`src/rtl/adder_share_arbiter_pkg.sv`:
```
// Shared constants and types for the shared-adder arbiter: state encoding,
// requester indices and the default datapath width.
package adder_share_arbiter_pkg;

    localparam logic [1:0] ST_IDLE  = 2'd0;
    localparam logic [1:0] ST_GRANT = 2'd1;
    localparam logic [1:0] ST_EXEC  = 2'd2;
    localparam logic [1:0] ST_DONE  = 2'd3;

    localparam logic REQ0 = 1'b0;
    localparam logic REQ1 = 1'b1;

    localparam int unsigned DEFAULT_WIDTH = 32;

    typedef enum logic [1:0] {
        StIdle  = ST_IDLE,
        StGrant = ST_GRANT,
        StExec  = ST_EXEC,
        StDone  = ST_DONE
    } state_e;

endpackage

```
`src/rtl/adder_share_arbiter_if.sv`:
```
// Requester-side bundle of the shared adder: two request/operand channels in,
// grant/done pulses and the registered sum out.
interface adder_share_arbiter_if
    import adder_share_arbiter_pkg::*;
#(
    parameter int unsigned WIDTH = DEFAULT_WIDTH
);
    logic             req0;
    logic [WIDTH-1:0] a0;
    logic [WIDTH-1:0] b0;
    logic             req1;
    logic [WIDTH-1:0] a1;
    logic [WIDTH-1:0] b1;
    logic             gnt0;
    logic             gnt1;
    logic             done0;
    logic             done1;
    logic [WIDTH-1:0] result;
    logic             carry_out;
    logic             busy;

    modport master (
        output req0, a0, b0, req1, a1, b1,
        input  gnt0, gnt1, done0, done1, result, carry_out, busy
    );

    modport slave (
        input  req0, a0, b0, req1, a1, b1,
        output gnt0, gnt1, done0, done1, result, carry_out, busy
    );

endinterface

```
`src/rtl/mux_32.sv`:
```
// Two-input operand selector: sel = 0 passes in0, sel = 1 passes in1.
module mux_32 #(
    parameter int unsigned WIDTH = 32
) (
    input  logic             sel,
    input  logic [WIDTH-1:0] in0,
    input  logic [WIDTH-1:0] in1,
    output logic [WIDTH-1:0] out
);

    assign out = sel ? in1 : in0;

endmodule

```
`src/rtl/adder_share_arbiter.sv`:
```
// Round-robin arbiter that time-shares one WIDTH-bit adder between two requesters;
// one registered addition per grant, result returned with a one-cycle done pulse.
module adder_share_arbiter
    import adder_share_arbiter_pkg::*;
#(
    parameter int unsigned WIDTH = DEFAULT_WIDTH
) (
    input  logic                  clk,
    input  logic                  reset,
    adder_share_arbiter_if.slave  bus
);

    state_e           state_q, state_d;
    logic             sel_q, sel_d;
    logic             last_q, last_d;
    logic [WIDTH-1:0] op_a_q, op_b_q;
    logic [WIDTH-1:0] mux_a, mux_b;
    logic [WIDTH-1:0] result_q;
    logic             carry_q;
    logic [WIDTH:0]   sum;

    mux_32 #(.WIDTH(WIDTH)) u_mux_a (
        .sel (sel_q),
        .in0 (bus.a0),
        .in1 (bus.a1),
        .out (mux_a)
    );

    mux_32 #(.WIDTH(WIDTH)) u_mux_b (
        .sel (sel_q),
        .in0 (bus.b0),
        .in1 (bus.b1),
        .out (mux_b)
    );

    assign sum = {1'b0, op_a_q} + {1'b0, op_b_q};

    always_comb begin
        state_d = state_q;
        sel_d   = sel_q;
        last_d  = last_q;
        unique case (state_q)
            StIdle: begin
                if (bus.req0 || bus.req1) begin
                    state_d = StGrant;
                    // On a tie, serve whoever was not served last.
                    if (bus.req0 && bus.req1) begin
                        sel_d = ~last_q;
                    end else begin
                        sel_d = bus.req1 ? REQ1 : REQ0;
                    end
                end
            end
            StGrant: state_d = StExec;
            StExec:  state_d = StDone;
            StDone: begin
                state_d = StIdle;
                last_d  = sel_q;
            end
        endcase
    end

    always_ff @(posedge clk or negedge reset) begin
        if (!reset) begin
            state_q  <= StIdle;
            sel_q    <= REQ0;
            last_q   <= REQ1;
            op_a_q   <= '0;
            op_b_q   <= '0;
            result_q <= '0;
            carry_q  <= 1'b0;
        end else begin
            state_q <= state_d;
            sel_q   <= sel_d;
            last_q  <= last_d;
            if (state_q == StGrant) begin
                op_a_q <= mux_a;
                op_b_q <= mux_b;
            end
            if (state_q == StExec) begin
                {carry_q, result_q} <= sum;
            end
        end
    end

    assign bus.gnt0      = (state_q == StGrant) && (sel_q == REQ0);
    assign bus.gnt1      = (state_q == StGrant) && (sel_q == REQ1);
    assign bus.done0     = (state_q == StDone) && (sel_q == REQ0);
    assign bus.done1     = (state_q == StDone) && (sel_q == REQ1);
    assign bus.busy      = (state_q != StIdle);
    assign bus.result    = result_q;
    assign bus.carry_out = carry_q;

endmodule

```
`src/flat_wrapper.sv`:
```
// flat-port wrapper written by rule: the top's interface ports become plain ports
module adder_share_arbiter_flat import adder_share_arbiter_pkg::*;
#(
    parameter int unsigned WIDTH = DEFAULT_WIDTH
)
  (clk, reset, bus_req0, bus_a0, bus_b0, bus_req1, bus_a1, bus_b1, bus_gnt0, bus_gnt1, bus_done0, bus_done1, bus_result, bus_carry_out, bus_busy);
  adder_share_arbiter_if #(.WIDTH(WIDTH)) bus_i ();
  input  logic clk;
  input  logic reset;
  input wire logic [$bits(bus_i.req0)-1:0] bus_req0;
  input wire logic [$bits(bus_i.a0)-1:0] bus_a0;
  input wire logic [$bits(bus_i.b0)-1:0] bus_b0;
  input wire logic [$bits(bus_i.req1)-1:0] bus_req1;
  input wire logic [$bits(bus_i.a1)-1:0] bus_a1;
  input wire logic [$bits(bus_i.b1)-1:0] bus_b1;
  output wire logic [$bits(bus_i.gnt0)-1:0] bus_gnt0;
  output wire logic [$bits(bus_i.gnt1)-1:0] bus_gnt1;
  output wire logic [$bits(bus_i.done0)-1:0] bus_done0;
  output wire logic [$bits(bus_i.done1)-1:0] bus_done1;
  output wire logic [$bits(bus_i.result)-1:0] bus_result;
  output wire logic [$bits(bus_i.carry_out)-1:0] bus_carry_out;
  output wire logic [$bits(bus_i.busy)-1:0] bus_busy;
  assign bus_i.req0 = bus_req0;
  assign bus_i.a0 = bus_a0;
  assign bus_i.b0 = bus_b0;
  assign bus_i.req1 = bus_req1;
  assign bus_i.a1 = bus_a1;
  assign bus_i.b1 = bus_b1;
  assign bus_gnt0 = bus_i.gnt0;
  assign bus_gnt1 = bus_i.gnt1;
  assign bus_done0 = bus_i.done0;
  assign bus_done1 = bus_i.done1;
  assign bus_result = bus_i.result;
  assign bus_carry_out = bus_i.carry_out;
  assign bus_busy = bus_i.busy;
  adder_share_arbiter #(.WIDTH(WIDTH)) u_core (.clk(clk), .reset(reset), .bus(bus_i));
endmodule
```
`config.mk`:
```
export PLATFORM = sky130hd
export DESIGN_NAME = adder_share_arbiter_flat
export DESIGN_NICKNAME = d
export VERILOG_FILES = /design/src/rtl/adder_share_arbiter_pkg.sv /design/src/rtl/adder_share_arbiter_if.sv /design/src/rtl/mux_32.sv /design/src/rtl/adder_share_arbiter.sv /design/src/flat_wrapper.sv
export SDC_FILE = /design/constraint.sdc
export NUM_CORES = 1
export LEC_CHECK = 0
export ABC_AREA = 1
export CAP_MARGIN = 25
export CORE_ASPECT_RATIO = 1.2
export CORE_MARGIN = 1.5
export CORE_UTILIZATION = 30
export DETAILED_ROUTE_END_ITERATION = 12
export PLACE_DENSITY = 0.54
export SLEW_MARGIN = 20
export SYNTH_ARGS = -nofsm -noshare
export SYNTH_HDL_FRONTEND = slang
export SYNTH_SLANG_ARGS = --single-unit
```
`constraint.sdc`:
```
create_clock -name clk -period 2.8 [get_ports clk]
set_input_delay 0.56 -clock clk [delete_from_list [all_inputs] [get_ports clk]]
set_output_delay 0.56 -clock clk [all_outputs]
set_load 0.005 [all_outputs]
```
==> results of run 1 <==
## power by group
part	internal, mW	switching [mW]
combinational	2.66	4.07
clock	0.698	0.577
sequential	2.22	0.465
total	5.58	5.12
## cell usage in the layout (no fill, tap or decap), drive strengths merged
cell / Yosys / final
nor2: 48 / 48
dfrtp: 100 / 100
nand3: 112 / 112
a21oi: 24 / 24
fa: 1 / 1
o21bai: 3 / 3
xnor2: 12 / 12
clkdlybuf4s50: 0 / 168
a21o: 1 / 1
nand4: 3 / 3
and2: 1 / 1
nand2: 467 / 467
nor3: 6 / 6
clkinvlp: 0 / 1
clkbuf: 14 / 11
dfstp: 1 / 1
xor2: 1 / 1
nor4: 1 / 1
o211ai: 1 / 1
o21ai: 17 / 17
clkinv: 0 / 2
ha: 36 / 36
bufinv: 0 / 1
buf: 14 / 9
a22oi: 1 / 1
inv: 118 / 119
nand3b: 4 / 4
## kinds of logic after synthesis
logic type	count (synthesis)	share of synthesized area, %
compound gates	47	3.93
xor+xnor	13	1.74
fa+ha+maj	37	7.18
buf+inv	146	8.44
flops	101	38.6
simple gates	642	40.2
## final cells by class
class                           instances  area, um2
Fill cell                            2310      12700
Inverter                              118        443
Tap cell                              274        343
Clock inverter                          5       60.1
Sequential cell                       101       2530
Timing Repair Buffer                  177       1760
Multi-Input combinational cell        739       3480
Clock buffer                           11        233
## Yosys cell counts
master                       n
sky130_fd_sc_hd__ha_1       36
sky130_fd_sc_hd__xor2_1      1
sky130_fd_sc_hd__nor2_2      2
sky130_fd_sc_hd__buf_2       4
sky130_fd_sc_hd__a21oi_2     1
sky130_fd_sc_hd__nor3_1      5
sky130_fd_sc_hd__nor2_1     45
sky130_fd_sc_hd__nand3b_1    4
sky130_fd_sc_hd__nor2_4      1
sky130_fd_sc_hd__clkbuf_1   14
sky130_fd_sc_hd__fa_1        1
sky130_fd_sc_hd__dfrtp_1   100
sky130_fd_sc_hd__o21ai_1     5
sky130_fd_sc_hd__nand2_2     4
sky130_fd_sc_hd__nand4_1     3
sky130_fd_sc_hd__a21o_1      1
sky130_fd_sc_hd__nand3_1   108
sky130_fd_sc_hd__o21ai_0    12
sky130_fd_sc_hd__nand3_2     4
sky130_fd_sc_hd__o21bai_2    1
sky130_fd_sc_hd__buf_1      10
sky130_fd_sc_hd__nor4_1      1
sky130_fd_sc_hd__inv_1     117
sky130_fd_sc_hd__o211ai_1    1
sky130_fd_sc_hd__and2_1      1
sky130_fd_sc_hd__a21oi_1    23
sky130_fd_sc_hd__xnor2_1    12
sky130_fd_sc_hd__a22oi_1     1
sky130_fd_sc_hd__o21bai_1    2
sky130_fd_sc_hd__nor3_2      1
sky130_fd_sc_hd__nand2_1   463
sky130_fd_sc_hd__dfstp_2     1
sky130_fd_sc_hd__inv_2       1
## sequential cells by signal, summed over array words and instances, names as in the netlist
signal,count
u_core.op_a_q,32
u_core.bus.result,32
u_core.bus.carry_out,1
u_core.last_q,1
u_core.sel_q,1
u_core.state_q,2
u_core.op_b_q,32
## routing by layer
metal / up-vias / track usage (%) / routed length, um
met3: 16 / 3.38 / 955
li1: 3376 / - / -
met1: 3002 / 23.1 / 8920
met2: 132 / 32.3 / 9860
met5: - / 0 / 0
met4: 0 / 4.55 / 242
## worst max-delay path, delay by kind of cell, from the launching register on
| kind | cells | cell delay [ns] |
|---|---|---|
| buf+inv | 3 | 0.66 |
| flops | 1 | 0.41 |
| fa+ha+maj | 1 | 0.21 |
| simple gates | 1 | 0.08 |
## final timing paths
path                                   start                     to  cells after the start
setup / recovery           u_core.state_q[1]               bus_gnt0                      5
hold / removal                         reset      u_core.op_a_q[17]                      1
setup reg to reg            u_core.op_b_q[0]  u_core.bus.result[28]                     10
hold reg to reg                u_core.last_q          u_core.last_q                      2
max in group asynchronous              reset      u_core.op_b_q[24]                      2
min in group clk               u_core.last_q          u_core.last_q                      2
==> parameters.txt, run 1 <==
Parameter                              Value

Yosys
  Leading area contributor after synthesis    sky130_fd_sc_hd__dfrtp_1
  Synth top area share    between 30% and 40%
  Cell area after synthesis    around 0.0066 mm2
  Instance count of the mapped netlist    around 990
  Total nets after synthesis    approximately 1.2k
  Number of storage elements in the synthesis netlist    approximately 100
  Synthesized area divided by synthesized cell count    between 6 and 7 um2
  Fraction of the yosys area taken by sequential cells    roughly two fifths
  Count of unique library cells instantiated by Yosys    33
  Area contributors post-synth    sky130_fd_sc_hd__dfrtp_1 38%, sky130_fd_sc_hd__nand2_1 27%, sky130_fd_sc_hd__nand3_1 8.2%, sky130_fd_sc_hd__ha_1 6.9%, sky130_fd_sc_hd__inv_1 6.7%
  Number of warning messages in the yosys log    0

STA
  Pin slew with the least headroom to its limit    about 0.70 ns
  Final setup vio count    0
  Minimum clock period after layout    between 2 and 2.5 ns
  Tightest slew margin relative to the limit    between 50 and 60%
  Final worst slack    approximately 0.51 ns
  Post-route clock skew    roughly 0.011 ns
  Max Fclk    roughly 440 MHz
  Post-route setup TNS    0 ns
  Post-route fraction of the period consumed by the critical path    81.7%
  Final number of max-transition violations    0
  Worst-case hold slack    ~0.24 ns
  Final count of hold timing violations    0
  Unrepaired setup endpoints after global routing    no

CTS
  CTS Hold Bufs    0
  Clock Pin Slew Worst Setup and Hold Paths    about 0.07 ns
  Cts bufs inserted    9
  Post-CTS Resized    0
  Clock Tree Buf Depth    2
  TritonCTS clock tree    yes
  Post-CTS setup repair buffer count    0
  Insertion delay of the later-clocked pin in the worst-skew pair    between 0.3 and 0.4 ns
  # H-tree levels    3
  Clock net sink count    slightly above 100
  Clock Tree Root    sky130_fd_sc_hd__clkbuf_16

Status
  Status    completed

Setup path
  Crit path max-delay cell type    sky130_fd_sc_hd__clkdlybuf4s50_1
  Max FO, Critical Path    3
  Data arrival time of the worst path    1.73 ns
  Series of cell instances along the critical path    inv_1, ha_1, inv_2, nor2_4, clkdlybuf4s50_1
  Worst reg-to-reg setup slack    between 0.6 and 0.7 ns
  Worst stage delay on the critical path    ~0.5 ns
  Critical path required time    approximately 2.2 ns
  Kind of end point of the critical path    primary output
  Category of the critical setup timing path    flop to primary output
  Element type at the critical path start    flop

Floorplan
  I/O Pins    between 150 and 200
  Height of the chip    between 150 and 200 um
  Die X    about 140 um
  Core area    between 0.02 and 0.025 mm2
  Starting Density    between 30% and 40%
  Die outline area    about 0.023 mm2
  Site row count    approximately 60

Placed design
  Buffers added on ports    169
  RD Place Congestion    ~0.86
  Cell Area, Placed    0.00856 mm2
  Placed instance count    about 1.4k
  Placed wire-length estimate    about 15 mm
  Pre-CTS setup slack    around 0.67 ns

Route
  Violation count after the first detailed-routing iteration    approximately 380
  Overall routed net length    about 20 mm
  Number of vias per cell    4.58
  Post-detailed-route wirelength per cell    between 10 and 15 um
  Count of unresolved DRC violations after routing    0
  Final ANT Viol Nets    0
  DR vias    ~6.5k
  Pre-Repair DR Iteration Count    5

Power and ir drop
  Static leakage    around 4.5 nW
  Total chip power    approximately 11 mW
  Peak ir drop on the vdd network    1110 uV
  P per Cell Area    1210 mW/mm2

Finish
  Share of post-route cells with drive strength above 1    3.65%
  Final Util    roughly two fifths
  # diodes    0
  Non-filler instance count after layout    1,425
  Syn-to-layout area delta    35.0%
  Final std cell area, no fill    between 0.008 and 0.009 mm2
  Total Nets Final    1,315

Global route
  Total global routing track utilization    a little under a fifth
  Via count of the first global-routing pass    between 6k and 7k
  Global-route wire length before repair    32.4 mm
  Antenna violations before repair    0
  Congestion Overflow GR    0
  Maximum number of pins on one net before global-route repair    between 60 and 70

Hold path
  Hold/Removal Path Class    input port to asynchronous set/reset pin

Run
  MaxCap Viol Count    0
(Power assumes the default switching activity.)
==> run 2: changes to the inputs <==
==> constraint.sdc (replaced) <==
create_clock -name clk -period 2.25 [get_ports clk]
set_input_delay 0.45 -clock clk [delete_from_list [all_inputs] [get_ports clk]]
set_output_delay 0.45 -clock clk [all_outputs]
set_load 0.005 [all_outputs]
==> parameters.txt, run 2 (synthesized netlist as in run 1, its figures left out) <==
Parameter                              Value

Route
  Pre-Repair DR Iteration Count    5
  Overall routed net length    20.2 mm
  DR vias    around 6.5k
  Violation count after the first detailed-routing iteration    around 360
  Count of unresolved DRC violations after routing    0
  Final ANT Viol Nets    0
  Number of vias per cell    around 4.6
  Post-detailed-route wirelength per cell    about 14 um

Global route
  Total global routing track utilization    between 10% and 20%
  Congestion Overflow GR    0
  Antenna violations before repair    0
  Via count of the first global-routing pass    around 6.5k
  Maximum number of pins on one net before global-route repair    65
  Global-route wire length before repair    about 33 mm

CTS
  Cts bufs inserted    9
  # H-tree levels    3
  Clock Tree Root    sky130_fd_sc_hd__clkbuf_16
  Clock net sink count    101
  TritonCTS clock tree    yes
  Clock Tree Buf Depth    2
  Clock Pin Slew Worst Setup and Hold Paths    ~0.08 ns
  Insertion delay of the later-clocked pin in the worst-skew pair    between 0.3 and 0.4 ns

Floorplan
  Die outline area    between 0.02 and 0.025 mm2
  Site row count    59
  Die X    138 um
  Core area    roughly 0.022 mm2
  Starting Density    a little under a third
  I/O Pins    170
  Height of the chip    165 um

STA
  Post-route setup TNS    0 ns
  Pin slew with the least headroom to its limit    0.708 ns
  Minimum clock period after layout    2.17 ns
  Unrepaired setup endpoints after global routing    no
  Post-route fraction of the period consumed by the critical path    a little over nine tenths
  Final setup vio count    0
  Final number of max-transition violations    0
  Post-route clock skew    0.0101 ns
  Final count of hold timing violations    0
  Max Fclk    461 MHz
  Final worst slack    around 0.081 ns
  Tightest slew margin relative to the limit    between 50% and 60%

Placed design
  Placed wire-length estimate    15.5 mm
  Pre-CTS setup slack    0.131 ns
  RD Place Congestion    0.855
  Buffers added on ports    169

Finish
  Most frequent cells in the layout    463 x sky130_fd_sc_hd__nand2_1, 168 x sky130_fd_sc_hd__clkdlybuf4s50_1, 115 x sky130_fd_sc_hd__inv_1, 108 x sky130_fd_sc_hd__nand3_1, 100 x sky130_fd_sc_hd__dfrtp_1
  Syn-to-layout area delta    36.0%
  Total Nets Final    ~1.3k
  # diodes    0
  Share of post-route cells with drive strength above 1    between 3 and 4%
  Most common cell after layout, fill and taps aside    sky130_fd_sc_hd__nand2_1

Setup path
  Category of the critical setup timing path    flop to primary output
  Critical path required time    around 1.8 ns
  Kind of end point of the critical path    primary output
  Max FO, Critical Path    3
  Data arrival time of the worst path    1.72 ns
  Element type at the critical path start    flop

Hold path
  Hold/Removal Path Class    input port to asynchronous set/reset pin

Status
  Status    completed

Power and ir drop
  P per Cell Area    approximately 1500 mW/mm2
  Static leakage    4.55 nW
  Peak ir drop on the vdd network    around 1200 uV

Run
  MaxCap Viol Count    0
## run 2: changes by cell type in the layout (fill, tap and decap cells not counted), moves of 2 or more
| cell | change |
|---|---|
| sky130_fd_sc_hd__buf_4 | -3 |
| sky130_fd_sc_hd__buf_12 | +2 |
| sky130_fd_sc_hd__clkbuf_1 | -2 |
| sky130_fd_sc_hd__clkbuf_8 | +2 |
## run 2: final cells by class
type | instances | area (um2)
multi-input cells | 739 | 3490
clock buffers | 11 | 253
clock inverters | 5 | 81.3
fillers | 2364 | 12600
flip-flops and latches | 101 | 2530
well taps | 274 | 343
inverters | 118 | 443
repair buffers | 176 | 1780
## run 2: worst paths after layout
path | from | to | slack, ns | depth (start not counted)
max in group asynchronous | reset | u_core.last_q | 1.56 | 2
min in group clk | u_core.last_q | u_core.last_q | 0.47 | 2
worst max-delay path | u_core.state_q[1] | bus_gnt0 | 0.08 | 5
worst min register to register | u_core.last_q | u_core.last_q | 0.47 | 2
worst min-delay path | reset | u_core.op_b_q[18] | 0.04 | 1
worst max register to register | u_core.op_b_q[0] | u_core.bus.result[28] | 0.19 | 10
## run 2: layer usage
metal	part of all wire [%]	up-vias	track usage, %
met2	49	112	32.2
met1	45	3017	23.6
met5	0	-	0
met4	1.5	0	4.59
met3	4.1	21	3.93
li1	-	3376	-
## run 2: timing repair
item / in CTS / in global routing
endpoints found under the hold margin: 0 / 0
buffers inserted: 0 / 0
hold buffers: 0 / 0
setup endpoints to repair: 0 / 4
resized for setup: 0 / 2
## run 2: power by group
group / internal (mW) / total [mW] / switching [mW]
combinational: 3.34 / 8.42 / 5.08
clock: 1.04 / 1.79 / 0.747
sequential: 2.76 / 3.36 / 0.597
## run 2: stage by stage
step / std cells / utilization, % / power (mW) / cell area, um2 / hold WS, ns
4_1_cts: 1424 / 41.3 / 13.7 / 8910 / 0.0558
6_report: 1424 / 41.4 / 13.6 / 8910 / 0.0390
3_5_place_dp: 1408 / 39.8 / 11.9 / 8580 / 0.451
2_1_floorplan: 986 / - / 8.91 / 6560 / 0.154
5_1_grt: 1424 / 41.4 / 15.0 / 8910 / 0.0789
3_3_place_gp: 1408 / 39.8 / 11.9 / 8580 / 0.453
## run 2: critical path, cell delays in order, from the launching register on
cell	delay [ns]
sky130_fd_sc_hd__dfrtp_1	0.40
sky130_fd_sc_hd__inv_1	0.10
sky130_fd_sc_hd__ha_2	0.22
sky130_fd_sc_hd__inv_2	0.06
sky130_fd_sc_hd__nor2_4	0.08
sky130_fd_sc_hd__clkdlybuf4s50_1	0.50
==> edit 1, RTL diff (config.mk and constraints of run 2) <==
The package constant `DEFAULT_WIDTH` goes from 32 to 64.
--- a/src/rtl/adder_share_arbiter_pkg.sv
+++ b/src/rtl/adder_share_arbiter_pkg.sv
@@ -10,7 +10,7 @@
     localparam logic REQ0 = 1'b0;
     localparam logic REQ1 = 1'b1;
 
-    localparam int unsigned DEFAULT_WIDTH = 32;
+    localparam int unsigned DEFAULT_WIDTH = 64;
 
     typedef enum logic [1:0] {
         StIdle  = ST_IDLE,
Ports: changed (5 resized); port bits go from 170 to 330. No check against the original RTL was run, so the function may have changed too.
==> edit 1 against run 2 <==
  * Total power increased to 2.5 times the old value
  * Register-to-register slack got worse by 0.11 ns
  * Design area increased by 130%
  * Critical endpoint unchanged
  * Worst setup slack got worse by 0.0049 ns
  * Sequential cell count increased by 96
  * Via count increased by 130%
  * Highest routed layer unchanged
  * Routed wire length increased to 2.8 times the old value
  * Clock skew increased by 0.0081 ns
  * Largest cell class unchanged
  * Area after synthesis increased by 110%
==> edit 1: results (changes against run 2) <==
Result of the run -> finished, final reports clean
Detailed-routed wire length on met2 -> 25.3 mm (+150%)
Clock buffer count -> 22 (+11)
Sequential cell power -> 6920 uW (+110%)
Count of buffers inserted at the top-level ports -> 329 (+95%)
Cell total after placement -> 3248 (+130%)
Multi-input combinational area share -> 0.410 (+0.0185)
Final Net Count -> 2988 (+130%)
Leakage Power -> 0.0105 uW (+130%)
Cell types occupying the most area after synthesis -> sky130_fd_sc_hd__dfrtp_1 (35%), sky130_fd_sc_hd__nand2_1 (28%), sky130_fd_sc_hd__inv_1 (8.5%), sky130_fd_sc_hd__nand3_1 (7.3%), sky130_fd_sc_hd__ha_1 (6.1%)
HPWL Detailed -> 44.8 mm (+190%)
Path depth of the worst reg2reg path -> 13 (+3)
FF-to-FF Start -> u_core.op_b_q[13]
Count of non-CTS buffers in the layout -> 481 (+170%)
Area fraction in compound gates after synthesis -> 0.0318 (-0.00753)
Proportion of cell area occupied by registers -> 0.240 (-0.0432)
GR Util met2 -> 0.378 (+0.0561)
Vias per std cell -> 4.56 (-0.61%)
First-iteration detailed-routing DRC count -> 756 (+110%)
Vias in the first global route -> 14806 (+130%)
Filler cell count in the final layout -> 4875 (+110%)
Met3 Track Usage GR -> 0.0296 (-0.00972)
Number of H-tree levels -> 4 (+1)
Met3 wire len -> 2.58 mm (+210%)
Synth top cells by count -> sky130_fd_sc_hd__nand2_1 (1058), sky130_fd_sc_hd__inv_1 (317), sky130_fd_sc_hd__nand3_1 (204)
#MultiIn Comb -> 1637 (+120%)
Cts repair resizes -> 18 (+18)
Aggregate routed wire length -> 56.3 mm (+180%)
Master of the slowest instance on the critical path -> sky130_fd_sc_hd__dlygate4sd2_1
Overall Global Routing Usage -> 0.238 (+0.0515)
Met1 Wirelength -> 27.3 mm (+200%)
Layout sequential cell count -> 197 (+95%)
Pre-CTS setup slack -> -0.159 ns (-0.290 ns)
Final RePlAce weighted congestion -> 0.896 (+4.8%)
Maximum number of pins on one net before global-route repair -> 129 (+98%)
Slew at the pin closest to its max-slew limit -> 0.736 ns (+0.0287 ns)
Average routed wire per standard cell -> 17.1 um (+21%)
Post-synthesis share of cell area spent on full adders, half adders and majority gates -> 0.0623 (-0.00944)
[edit 1: cell count changes in the layout (fill, tap and decap cells not counted), sizes merged, moves of 12 or more]
cell | run 2 | this run
ha | 36 | 68
xnor2 | 12 | 25
clkbuf | 11 | 23
clkdlybuf4s50 | 168 | 323
o21ai | 17 | 34
nand2 | 467 | 1080
a21oi | 24 | 45
nand3 | 112 | 215
nor2 | 48 | 118
inv | 119 | 326
dfrtp | 100 | 196
buf | 8 | 151
[edit 1: worst max path at each step]
stage	from	end	slack [ns]
global placement	u_core.op_b_q[0]	u_core.bus.result[54]	-0.17
global route	u_core.op_b_q[0]	u_core.bus.result[60]	-0.03
CTS	u_core.state_q[1]	bus_done0	0.0002
finish	u_core.state_q[0]	bus_gnt0	0.08
floorplan	u_core.op_b_q[0]	u_core.bus.result[62]	0.28
detailed placement	u_core.op_b_q[0]	u_core.bus.result[54]	-0.16
==> edit 2, RTL diff (settings of run 2) <==
Made on the original files. Reset style: synchronous (`reset`), changed in one clocked block.
--- a/src/rtl/adder_share_arbiter.sv
+++ b/src/rtl/adder_share_arbiter.sv
@@ -60,7 +60,7 @@
         endcase
     end
 
-    always_ff @(posedge clk or negedge reset) begin
+    always_ff @(posedge clk) begin
         if (!reset) begin
             state_q  <= StIdle;
             sel_q    <= REQ0;
Behaviour: differs if reset is asserted again (counterexample within 4 cycles, from zero or initial values and one cycle with reset low); with reset held inactive, the same outputs for 10 cycles.
==> edit 2 against run 2 <==
  * Count of clock-buffer cells in the layout decreased by 2
  * Worst setup slack improved by 0.0044 ns
  * Critical path depth unchanged
  * Sequential cell count unchanged
  * Register-to-register slack improved by 0.06 ns
  * Non-clock buffer count decreased by 1
  * Design area increased by 3.7%
  * Area after synthesis increased by 6.4%
  * Routed wire length increased by 3.2%
  * Critical endpoint unchanged
  * Largest cell class unchanged
  * Highest routed layer unchanged
Power is not compared: it rests on default switching activity, and its combinational part moved more than twofold at a synthesized area within 25%.
==> edit 2: results (changes against run 2) <==
Path depth of the worst reg2reg path -> 12 (+2)
Worst clock skew -> 0.0129 ns (+0.00279 ns)
Number of distinct library cells after synthesis -> 33 (unchanged)
Final Net Count -> 1508 (+15%)
Class of the most critical hold timing path -> register to register
Global routing met1 resource utilization -> 0.234 (-0.00245)
First-iteration detailed-routing DRC count -> 304 (-16%)
Initial antenna violation count -> 1 (+1)
Overall die width -> 142 um (+3.1%)
Initial DRT Pass Iterations -> 7 (+2)
Cell count after synthesis -> 1192 (+21%)
Global-route wire length before repair -> 33.4 mm (+1.3%)
Share of cells above drive strength 1 -> 0.0618 (+0.0226)
Detailed-routed wire length on met2 -> 9.63 mm (-3.0%)
Final RePlAce weighted congestion -> 0.832 (-2.7%)
Met1 Wirelength -> 10.2 mm (+11%)
Met3 Track Usage GR -> 0.0214 (-0.0179)
Final worst hold slack -> 0.464 ns (+0.425 ns)
Pre-CTS setup slack -> 0.284 ns (+0.153 ns)
Number of vias after detailed routing -> 7077 (+8.4%)
GR Util met2 -> 0.294 (-0.0285)
Most used DFF post-synth -> sky130_fd_sc_hd__dfxtp_1
Endpoint of the most critical register-to-register path -> u_core.bus.result[20]
Met3 wire len -> 694 um (-17%)
Overall Global Routing Usage -> 0.175 (-0.0119)
HPWL Detailed -> 16.4 mm (+5.4%)
Slew at the pin closest to its max-slew limit -> 0.676 ns (-0.0316 ns)
Cell total after placement -> 1638 (+16%)
Maximum number of pins on one net before global-route repair -> 72 (+11%)
Critical path's largest stage delay -> 0.51 ns
Average routed wire per standard cell -> 12.6 um (-11%)
Synth top cells by count -> sky130_fd_sc_hd__nand2_1 (479), sky130_fd_sc_hd__inv_1 (214), sky130_fd_sc_hd__dfxtp_1 (101), sky130_fd_sc_hd__nand3_1 (101), sky130_fd_sc_hd__nor2_1 (97)
Non-filler instance count after layout -> 1655 (+16%)
Result of the run -> finished, final reports clean
Post-synthesis sequential area ratio -> 0.290 (-0.0957)
Cell types occupying the most area after synthesis -> sky130_fd_sc_hd__dfxtp_1 (29%), sky130_fd_sc_hd__nand2_1 (26%), sky130_fd_sc_hd__inv_1 (12%), sky130_fd_sc_hd__nand3_1 (7.2%), sky130_fd_sc_hd__ha_1 (6.5%)
Setup slack of the worst register-to-register path -> 0.25 ns (+0.06 ns)
Share of flip-flops with an asynchronous set or reset -> 0 (-1.00)
Net count of the mapped netlist -> 1361 (+18%)
FF-to-FF Start -> u_core.op_b_q[0]
Vias in the first global route -> 6675 (+2.5%)
-- edit 2: power by group through the flow --
stage,clock (uW),combinational [uW],sequential [uW]
final,1510,3870,2650
after global routing,1610,4380,2720
after CTS,1580,3910,2660
after detailed placement,0,3890,2700
after global placement,0,3880,2700
after floorplan,0,2450,2600
-- edit 2: logic make-up (layout without fill, tap and decap cells) --
family	Yosys count	in the layout	synth area share
and+or+nand+nor	727	727	0.436
buffers and inverters	262	414	0.148
DFF	101	101	0.290
AOI/OAI and AO/OA	51	51	0.0411
adders and majority gates	37	37	0.0675
xor gates and xnor gates	14	14	0.0176
other	0	1	0
-- edit 2: area by class of cell --
type,instances,area (um2)
fillers,2512,13400
multi-input cells,829,3930
flip-flops and latches,101,2020
repair buffers,175,1780
inverters,223,837
well taps,310,388
clock buffers,9,225
clock inverters,7,56.3
diodes,1,2.50
-- edit 2: timing repair --
action                                 in CTS  in global routing
resized for setup                           0                  1
endpoints found under the hold margin       0                  0
setup buffers                               0                  0
setup endpoints to repair                   0                  1
-- edit 2: metrics by stage --
step	total power [uW]	cell area, um2
2_1_floorplan	5050	6970
3_3_place_gp	6580	8960
3_5_place_dp	6590	8960
4_1_cts	8150	9240
5_1_grt	8710	9250
6_report	8030	9250
-- edit 2: worst max path at each step --
stage | from | end | slack (ns) | cells after the start
2_1_floorplan | u_core.op_b_q[0] | u_core.bus.result[16] | 0.49 | 12
3_3_place_gp | u_core.op_b_q[0] | u_core.bus.result[20] | 0.30 | 12
5_1_grt | u_core.state_q[1] | bus_gnt0 | 0.01 | 5
4_1_cts | u_core.state_q[1] | bus_gnt0 | 0.02 | 5
6_report | u_core.state_q[1] | bus_gnt0 | 0.09 | 5
3_5_place_dp | u_core.op_b_q[0] | u_core.bus.result[20] | 0.28 | 12
